**config.mk**
```make
export PLATFORM = sky130hd
export DESIGN_NAME = dmem_arbiter
export DESIGN_NICKNAME = d
export VERILOG_FILES = /design/src/rtl/dmem_arbiter_pkg.sv /design/src/rtl/dmem_arbiter_rr_arbiter2.sv /design/src/rtl/dmem_arbiter.sv
export SDC_FILE = /design/constraint.sdc
export NUM_CORES = 1
export LEC_CHECK = 0
export ABC_AREA = 1
export BUFFER_PORTS_ARGS = -buffer_cell sky130_fd_sc_hd__buf_2
export CORE_AREA = 4 4 225 227
export CTS_CLUSTER_SIZE = 16
export DETAILED_ROUTE_END_ITERATION = 8
export DIE_AREA = 0 0 229 231
export PLACE_DENSITY = 0.56
export SLEW_MARGIN = 20
export SYNTH_ARGS = -nofsm -noshare
export SYNTH_HDL_FRONTEND = slang
export SYNTH_SLANG_ARGS = --single-unit
```
**constraint.sdc**
```tcl
create_clock -name clk -period 7.1 [get_ports clk]
set_clock_uncertainty 0.1 [all_clocks]
set_input_delay 0.71 -clock clk [delete_from_list [all_inputs] [get_ports clk]]
set_output_delay 0.71 -clock clk [all_outputs]
set_load 0.05 [all_outputs]
```
**src/rtl/dmem_arbiter_pkg.sv**
```systemverilog
// Shared types for the data-memory arbiter: FSM states, request/response payloads
// and the doubleword address check.
package dmem_pkg;

  localparam int unsigned DWORD_BYTES = 8;
  localparam int unsigned DATA_W      = 64;
  localparam int unsigned REQ_ADDR_W  = 64;

  typedef enum logic [1:0] {
    IDLE   = 2'd0,
    ACCESS = 2'd1,
    RESP   = 2'd2
  } state_e;

  typedef struct packed {
    logic                  write;
    logic [REQ_ADDR_W-1:0] addr;
    logic [DATA_W-1:0]     wdata;
  } dmem_req_t;

  typedef struct packed {
    logic [DATA_W-1:0] rdata;
    logic              err;
  } dmem_resp_t;

  // Misaligned, or the doubleword would run past the end of memory.
  function automatic logic addr_err(input logic [REQ_ADDR_W-1:0] addr,
                                    input int unsigned           mem_bytes);
    logic [REQ_ADDR_W-1:0] last_ok;
    last_ok = REQ_ADDR_W'(mem_bytes - DWORD_BYTES);
    return (addr[2:0] != 3'b000) || (addr > last_ok);
  endfunction

endpackage

```
**src/rtl/dmem_arbiter_rr_arbiter2.sv**
```systemverilog
// Two-input round-robin arbiter; the last-grant register starts on input 1 so
// input 0 wins the first conflict.
module rr_arbiter2 (
  input  logic       clk,
  input  logic       rst_n,
  input  logic [1:0] req_i,
  input  logic       advance_i,
  output logic [1:0] grant_c_o
);

  logic last_q;

  always_comb begin
    grant_c_o = 2'b00;
    case (req_i)
      2'b01:   grant_c_o = 2'b01;
      2'b10:   grant_c_o = 2'b10;
      2'b11:   grant_c_o = last_q ? 2'b01 : 2'b10;
      default: grant_c_o = 2'b00;
    endcase
  end

  always_ff @(posedge clk or negedge rst_n) begin
    if (!rst_n) begin
      last_q <= 1'b1;
    end else if (advance_i && (grant_c_o != 2'b00)) begin
      last_q <= grant_c_o[1];
    end
  end

endmodule

```
**src/rtl/dmem_arbiter.sv**
```systemverilog
// Two-port round-robin arbiter and one-cycle access sequencer for the 64-bit data memory.
// Optional per-port grant and conflict counters when DMEM_ARB_PERF_CNT_EN is defined.
module dmem_arbiter
  import dmem_pkg::*;
#(
  parameter int unsigned MEM_BYTES = 64,
  parameter int unsigned ADDR_W    = 64
) (
  input  logic              clk,
  input  logic              reset_n,
  input  logic              req0_valid,
  output logic              req0_ready,
  input  logic              req0_write,
  input  logic [ADDR_W-1:0] req0_addr,
  input  logic [63:0]       req0_wdata,
  output logic              resp0_valid,
  input  logic              resp0_ready,
  output logic [63:0]       resp0_rdata,
  output logic              resp0_err,
  input  logic              req1_valid,
  output logic              req1_ready,
  input  logic              req1_write,
  input  logic [ADDR_W-1:0] req1_addr,
  input  logic [63:0]       req1_wdata,
  output logic              resp1_valid,
  input  logic              resp1_ready,
  output logic [63:0]       resp1_rdata,
  output logic              resp1_err,
  output logic              mem_write,
  output logic              mem_read,
  output logic [ADDR_W-1:0] mem_addr,
  output logic [63:0]       mem_wdata,
  input  logic [63:0]       mem_rdata
`ifdef DMEM_ARB_PERF_CNT_EN
  ,
  output logic [31:0]       perf_grant0,
  output logic [31:0]       perf_grant1,
  output logic [31:0]       perf_conflict
`endif
);

  state_e            state_q, state_d;
  logic [1:0]        arb_req_c;
  logic [1:0]        grant_c;
  logic              accept_c;
  logic              err_c;
  logic              resp_hs_c;
  dmem_req_t         req_sel_c;

  logic              port_q;
  logic              write_q;
  logic              err_q;
  logic              mem_write_q;
  logic              mem_read_q;
  logic [ADDR_W-1:0] mem_addr_q;
  logic [63:0]       mem_wdata_q;
  logic              resp0_valid_q;
  logic              resp1_valid_q;
  dmem_resp_t        resp_q;

  // Arbitration only happens in IDLE; the arbiter never grants an idle port.
  assign arb_req_c = {req1_valid, req0_valid} & {2{state_q == IDLE}};

  rr_arbiter2 u_rr (
    .clk       (clk),
    .rst_n     (reset_n),
    .req_i     (arb_req_c),
    .advance_i (accept_c),
    .grant_c_o (grant_c)
  );

  always_comb begin
    req_sel_c = '0;
    if (grant_c[1]) begin
      req_sel_c.write = req1_write;
      req_sel_c.addr  = REQ_ADDR_W'(req1_addr);
      req_sel_c.wdata = req1_wdata;
    end else begin
      req_sel_c.write = req0_write;
      req_sel_c.addr  = REQ_ADDR_W'(req0_addr);
      req_sel_c.wdata = req0_wdata;
    end
  end

  assign err_c      = addr_err(req_sel_c.addr, MEM_BYTES);
  assign req0_ready = reset_n && (state_q == IDLE) && grant_c[0];
  assign req1_ready = reset_n && (state_q == IDLE) && grant_c[1];
  assign accept_c   = req0_ready || req1_ready;
  assign resp_hs_c  = (state_q == RESP) && (port_q ? resp1_ready : resp0_ready);

  always_ff @(posedge clk or negedge reset_n) begin
    if (!reset_n) begin
      state_q <= IDLE;
    end else begin
      state_q <= state_d;
    end
  end

  always_comb begin
    state_d = state_q;
    case (state_q)
      IDLE:    if (accept_c) state_d = ACCESS;
      ACCESS:  state_d = RESP;
      RESP:    if (resp_hs_c) state_d = IDLE;
      default: state_d = IDLE;
    endcase
  end

  // Strobes are set at the accept edge so they are high for exactly the ACCESS cycle.
  always_ff @(posedge clk or negedge reset_n) begin
    if (!reset_n) begin
      port_q      <= 1'b0;
      write_q     <= 1'b0;
      err_q       <= 1'b0;
      mem_write_q <= 1'b0;
      mem_read_q  <= 1'b0;
      mem_addr_q  <= '0;
      mem_wdata_q <= '0;
    end else begin
      mem_write_q <= 1'b0;
      mem_read_q  <= 1'b0;
      if (accept_c) begin
        port_q      <= grant_c[1];
        write_q     <= req_sel_c.write;
        err_q       <= err_c;
        mem_write_q <= req_sel_c.write && !err_c;
        mem_read_q  <= !req_sel_c.write && !err_c;
        if (!err_c) begin
          mem_addr_q  <= ADDR_W'(req_sel_c.addr);
          mem_wdata_q <= req_sel_c.wdata;
        end
      end
    end
  end

  // Response register: loaded at the close of ACCESS, held until the owner consumes it.
  always_ff @(posedge clk or negedge reset_n) begin
    if (!reset_n) begin
      resp_q        <= '0;
      resp0_valid_q <= 1'b0;
      resp1_valid_q <= 1'b0;
    end else if (state_q == ACCESS) begin
      resp_q.rdata  <= (err_q || write_q) ? 64'd0 : mem_rdata;
      resp_q.err    <= err_q;
      resp0_valid_q <= !port_q;
      resp1_valid_q <= port_q;
    end else if (resp_hs_c) begin
      resp0_valid_q <= 1'b0;
      resp1_valid_q <= 1'b0;
    end
  end

  assign mem_write   = mem_write_q;
  assign mem_read    = mem_read_q;
  assign mem_addr    = mem_addr_q;
  assign mem_wdata   = mem_wdata_q;
  assign resp0_valid = resp0_valid_q;
  assign resp1_valid = resp1_valid_q;
  assign resp0_rdata = resp_q.rdata;
  assign resp1_rdata = resp_q.rdata;
  assign resp0_err   = resp_q.err;
  assign resp1_err   = resp_q.err;

`ifdef DMEM_ARB_PERF_CNT_EN
  logic [31:0] perf_grant0_q;
  logic [31:0] perf_grant1_q;
  logic [31:0] perf_conflict_q;

  // Saturating event counters.
  always_ff @(posedge clk or negedge reset_n) begin
    if (!reset_n) begin
      perf_grant0_q   <= '0;
      perf_grant1_q   <= '0;
      perf_conflict_q <= '0;
    end else begin
      if (req0_ready && (perf_grant0_q != 32'hFFFF_FFFF)) begin
        perf_grant0_q <= perf_grant0_q + 32'd1;
      end
      if (req1_ready && (perf_grant1_q != 32'hFFFF_FFFF)) begin
        perf_grant1_q <= perf_grant1_q + 32'd1;
      end
      if ((state_q == IDLE) && req0_valid && req1_valid &&
          (perf_conflict_q != 32'hFFFF_FFFF)) begin
        perf_conflict_q <= perf_conflict_q + 32'd1;
      end
    end
  end

  assign perf_grant0   = perf_grant0_q;
  assign perf_grant1   = perf_grant1_q;
  assign perf_conflict = perf_conflict_q;
`endif

endmodule

```
==> run_results.csv <==
group,metric,value,unit
critical_path,worst_path_largest_cell_delay,800,ps
grt,antenna_found_initial,1,
placed_design,io_buffers,591,
critical_path,cpMostUsedCell,"nand2_1",
clocking,clk_pin_slew,60,ps
critical_path,path_buf_inv,1,
drt,vias_per_cell,4.28,
grt,grt_pass1_wl,57.0,mm
synthesis,syn-cell-area,0.00991,sq mm
critical_path,path_cells,"nand2_2 -> nand3_4 -> nand2_1 -> o21ai_1 -> nor2_1 -> nand2_1 -> nor2_1 -> nand2_1 -> nor2_4 -> buf_4 -> nand3_1 -> nand2_1",
critical_path,endpoint_kind,"flop",
cells_and_area,area_delta_synth_final,37.9,%
status,status,"finished clean",
placed_design,postPlaceCellArea,0.0129,sq mm
die,initial_core_util,20.4,%
sta,period_share,56.4,%
sta,hold_viol_final,0,
cells_and_area,fillCellCount,5183,
synthesis,syn-instance-count,1093,
pwr,p_comb_share,23.3,%
synthesis,ys_seq_elements,203,
synthesis,syn_avg_cell_area,9.07,sq um
critical_path,crit_path_top_delay_cell,"nand3_4",
sta,rsz0062_at_grt,"no",
sta,tns,0,ps
clocking,clk_latency,520,ps
critical_path,worstReg2RegStart,"u_rr.last_q",
critical_path,cp.arrival,4380,ps
critical_path,crit_fanout,75,
sta,slew_headroom,30.3,%
sta,finalHoldWorstSlack,22.5,ps
placed_design,routabilityCongestion,0.907,
grt,grt_pass1_vias,9480,
pwr,p_leak,7.88,nW
critical_path,crit_required,7470,ps
sta,tightestPinTransition,1040,ps
sta,fmax,250,MHz
drt,dr.pass1.iters,6,
critical_path,r2r_slack,3100,ps
pwr,ir_drop,0.112,mV
pwr,p_sw,0.980,mW
critical_path,critical-path-top-delay-family,"simple AND/OR/NAND/NOR gates",
cells_and_area,layout.nets,1904,
pwr,power.internal,2.13,mW
clocking,clockBufferDepth,3,
die,die_w,229,um
synthesis,mappedNetlistNets,1421,
critical_path,r2r-end,"mem_wdata[56]",
grt,grt_usage,13.7,%
synthesis,ys_types,25,
run,drv_cap,0,
cells_and_area,most-common-layout-cells,"buf_2, nand2_1, dfrtp_1",
drt,dr.first_iter.drc_count,385,
grt,grt_max_degree,76,
pwr,pwr-share-seq,38.4,%
cells_and_area,final_cell_area,0.0137,sq mm
synthesis,synth_top_area_share,51.0,%
critical_path,setup.worst_path.class,"reg2reg",
synthesis,synth_top_cell_by_area,"dfrtp_1",
drt,vias,9471,
critical_path,cp-start-kind,"flop",
cells_and_area,mostFrequentLayoutCell,"buf_2",
clocking,cts_max_level,1,
die,core,0.0486,sq mm
drt,drcViolationCount,0,
worst_hold_path,hold_path.class,"in2async",
clocking,cts_resized,0,
clocking,cts_tree,"yes",
pwr,p_per_area,228,mW/mm^2
pwr,power_switching_share,31.5,%
placed_design,dp_hpwl,29.5,mm
clocking,numClockSinks,203,
clocking,cts_hold_buf,0,
die,ios,592,
die,dieArea,0.0529,sq mm
die,die_y,231,um
pwr,p_clk_share,38.3,%
drt,antenna_left,0,
grt,overflow,0,
sta,slew_viol_final,0,
critical_path,r2r.worst_path.cells,12,
clocking,cts-root-buf,"clkbuf_16",
die,num_rows,81,
synthesis,synth_area_leaders,"dfrtp_1, nand2_1, mux2_2",
sta,period_needed,4000,ps
sta,setup_violations,0,
clocking,cts_setup_buffers,0,
drt,wl,38.7,mm
synthesis,ys_seq_area_share,51.3,%
clocking,cts_buffers,24,
synthesis,yosysWarningCount,0,
drt,routedWlPerCell,17.5,um
cells_and_area,layout-drive-gt1-share,44.8,%
==> power groups by stage <==
stage | clock network (mW) | registers (mW) | logic (mW)
2_1_floorplan | 0 | 1.23 | 0.472
6_report | 1.19 | 1.19 | 0.725
3_3_place_gp | 0 | 1.21 | 0.726
5_1_grt | 1.29 | 1.20 | 0.802
4_1_cts | 1.25 | 1.19 | 0.730
3_5_place_dp | 0 | 1.21 | 0.729
==> cell families after synthesis <==
group                  Yosys count  share of synthesized area (%)
AND/OR/NAND/NOR                519                           22.1
flip-flops                     203                           51.3
buffers and inverters          226                           11.8
multiplexers                    67                           7.59
AO/OA/AOI/OAI                   78                           7.20
==> flip-flops by register name (all words and copies together), names as in the netlist, 2 cells and up <==
name	count
mem_addr	64
mem_wdata	64
resp0_rdata	64
state_q	2
==> worst max path at each step <==
| stage | startpoint | to | cells past startpoint |
|---|---|---|---|
| 5_1_grt | u_rr.last_q | mem_addr[60] | 11 |
| 2_1_floorplan | req1_valid | req0_ready | 5 |
| 6_report | u_rr.last_q | mem_wdata[56] | 12 |
| 3_3_place_gp | req0_valid | mem_addr[41] | 13 |
| 4_1_cts | u_rr.last_q | mem_addr[60] | 12 |
| 3_5_place_dp | req0_valid | mem_addr[43] | 13 |
==> metrics by stage <==
stage               util (%)  std cells  total power, mW  setup WS, ps
finish                  28.1       2215             3.11          3100
CTS                     28.1       2214             3.17          2920
detailed placement      26.5       2172             1.94          2490
global route            28.1       2215             3.29          2640
floorplan                  -       1093             1.70          4060
global placement        26.5       2172             1.94          2580
==> cell type report <==
type / instances / area [sq um] / area share [%]
Inverter: 82 / 310 / 2.27
Multi-Input combinational cell: 664 / 3690 / 27.0
Clock buffer: 34 / 678 / 4.96
Antenna cell: 1 / 2.50 / 0.0183
Timing Repair Buffer: 601 / 3040 / 22.3
Tap cell: 622 / 778 / 5.69
Sequential cell: 203 / 5080 / 37.2
Clock inverter: 8 / 81.3 / 0.595
==> metal layers <==
layer  GRT usage [%]  share of wire (%)  vias to the layer above
met3            3.37                7.8                       72
met2            23.6                 48                      447
met5               0                  0                        -
met1            16.4                 39                     4438
met4            5.88                4.3                        0
li1                -                  -                     4514
==> Yosys cell counts <==
library cell  number
nor2_2             3
nand3_2            1
clkinv_1           1
mux2_2            65
buf_2             22
nor2_1           108
buf_6              2
buf_1              4
nand2_2            2
mux2i_1            2
dfstp_2            1
dfrtp_1          202
o21ai_0            7
nor3_1             1
or2_2              1
nand4_1           54
inv_1             79
nand3_1           71
o211ai_1           1
a32o_1            64
nand2_1          278
buf_4             74
clkbuf_1          42
inv_2              2
o21ai_1            6
(Power assumes the default switching activity.)
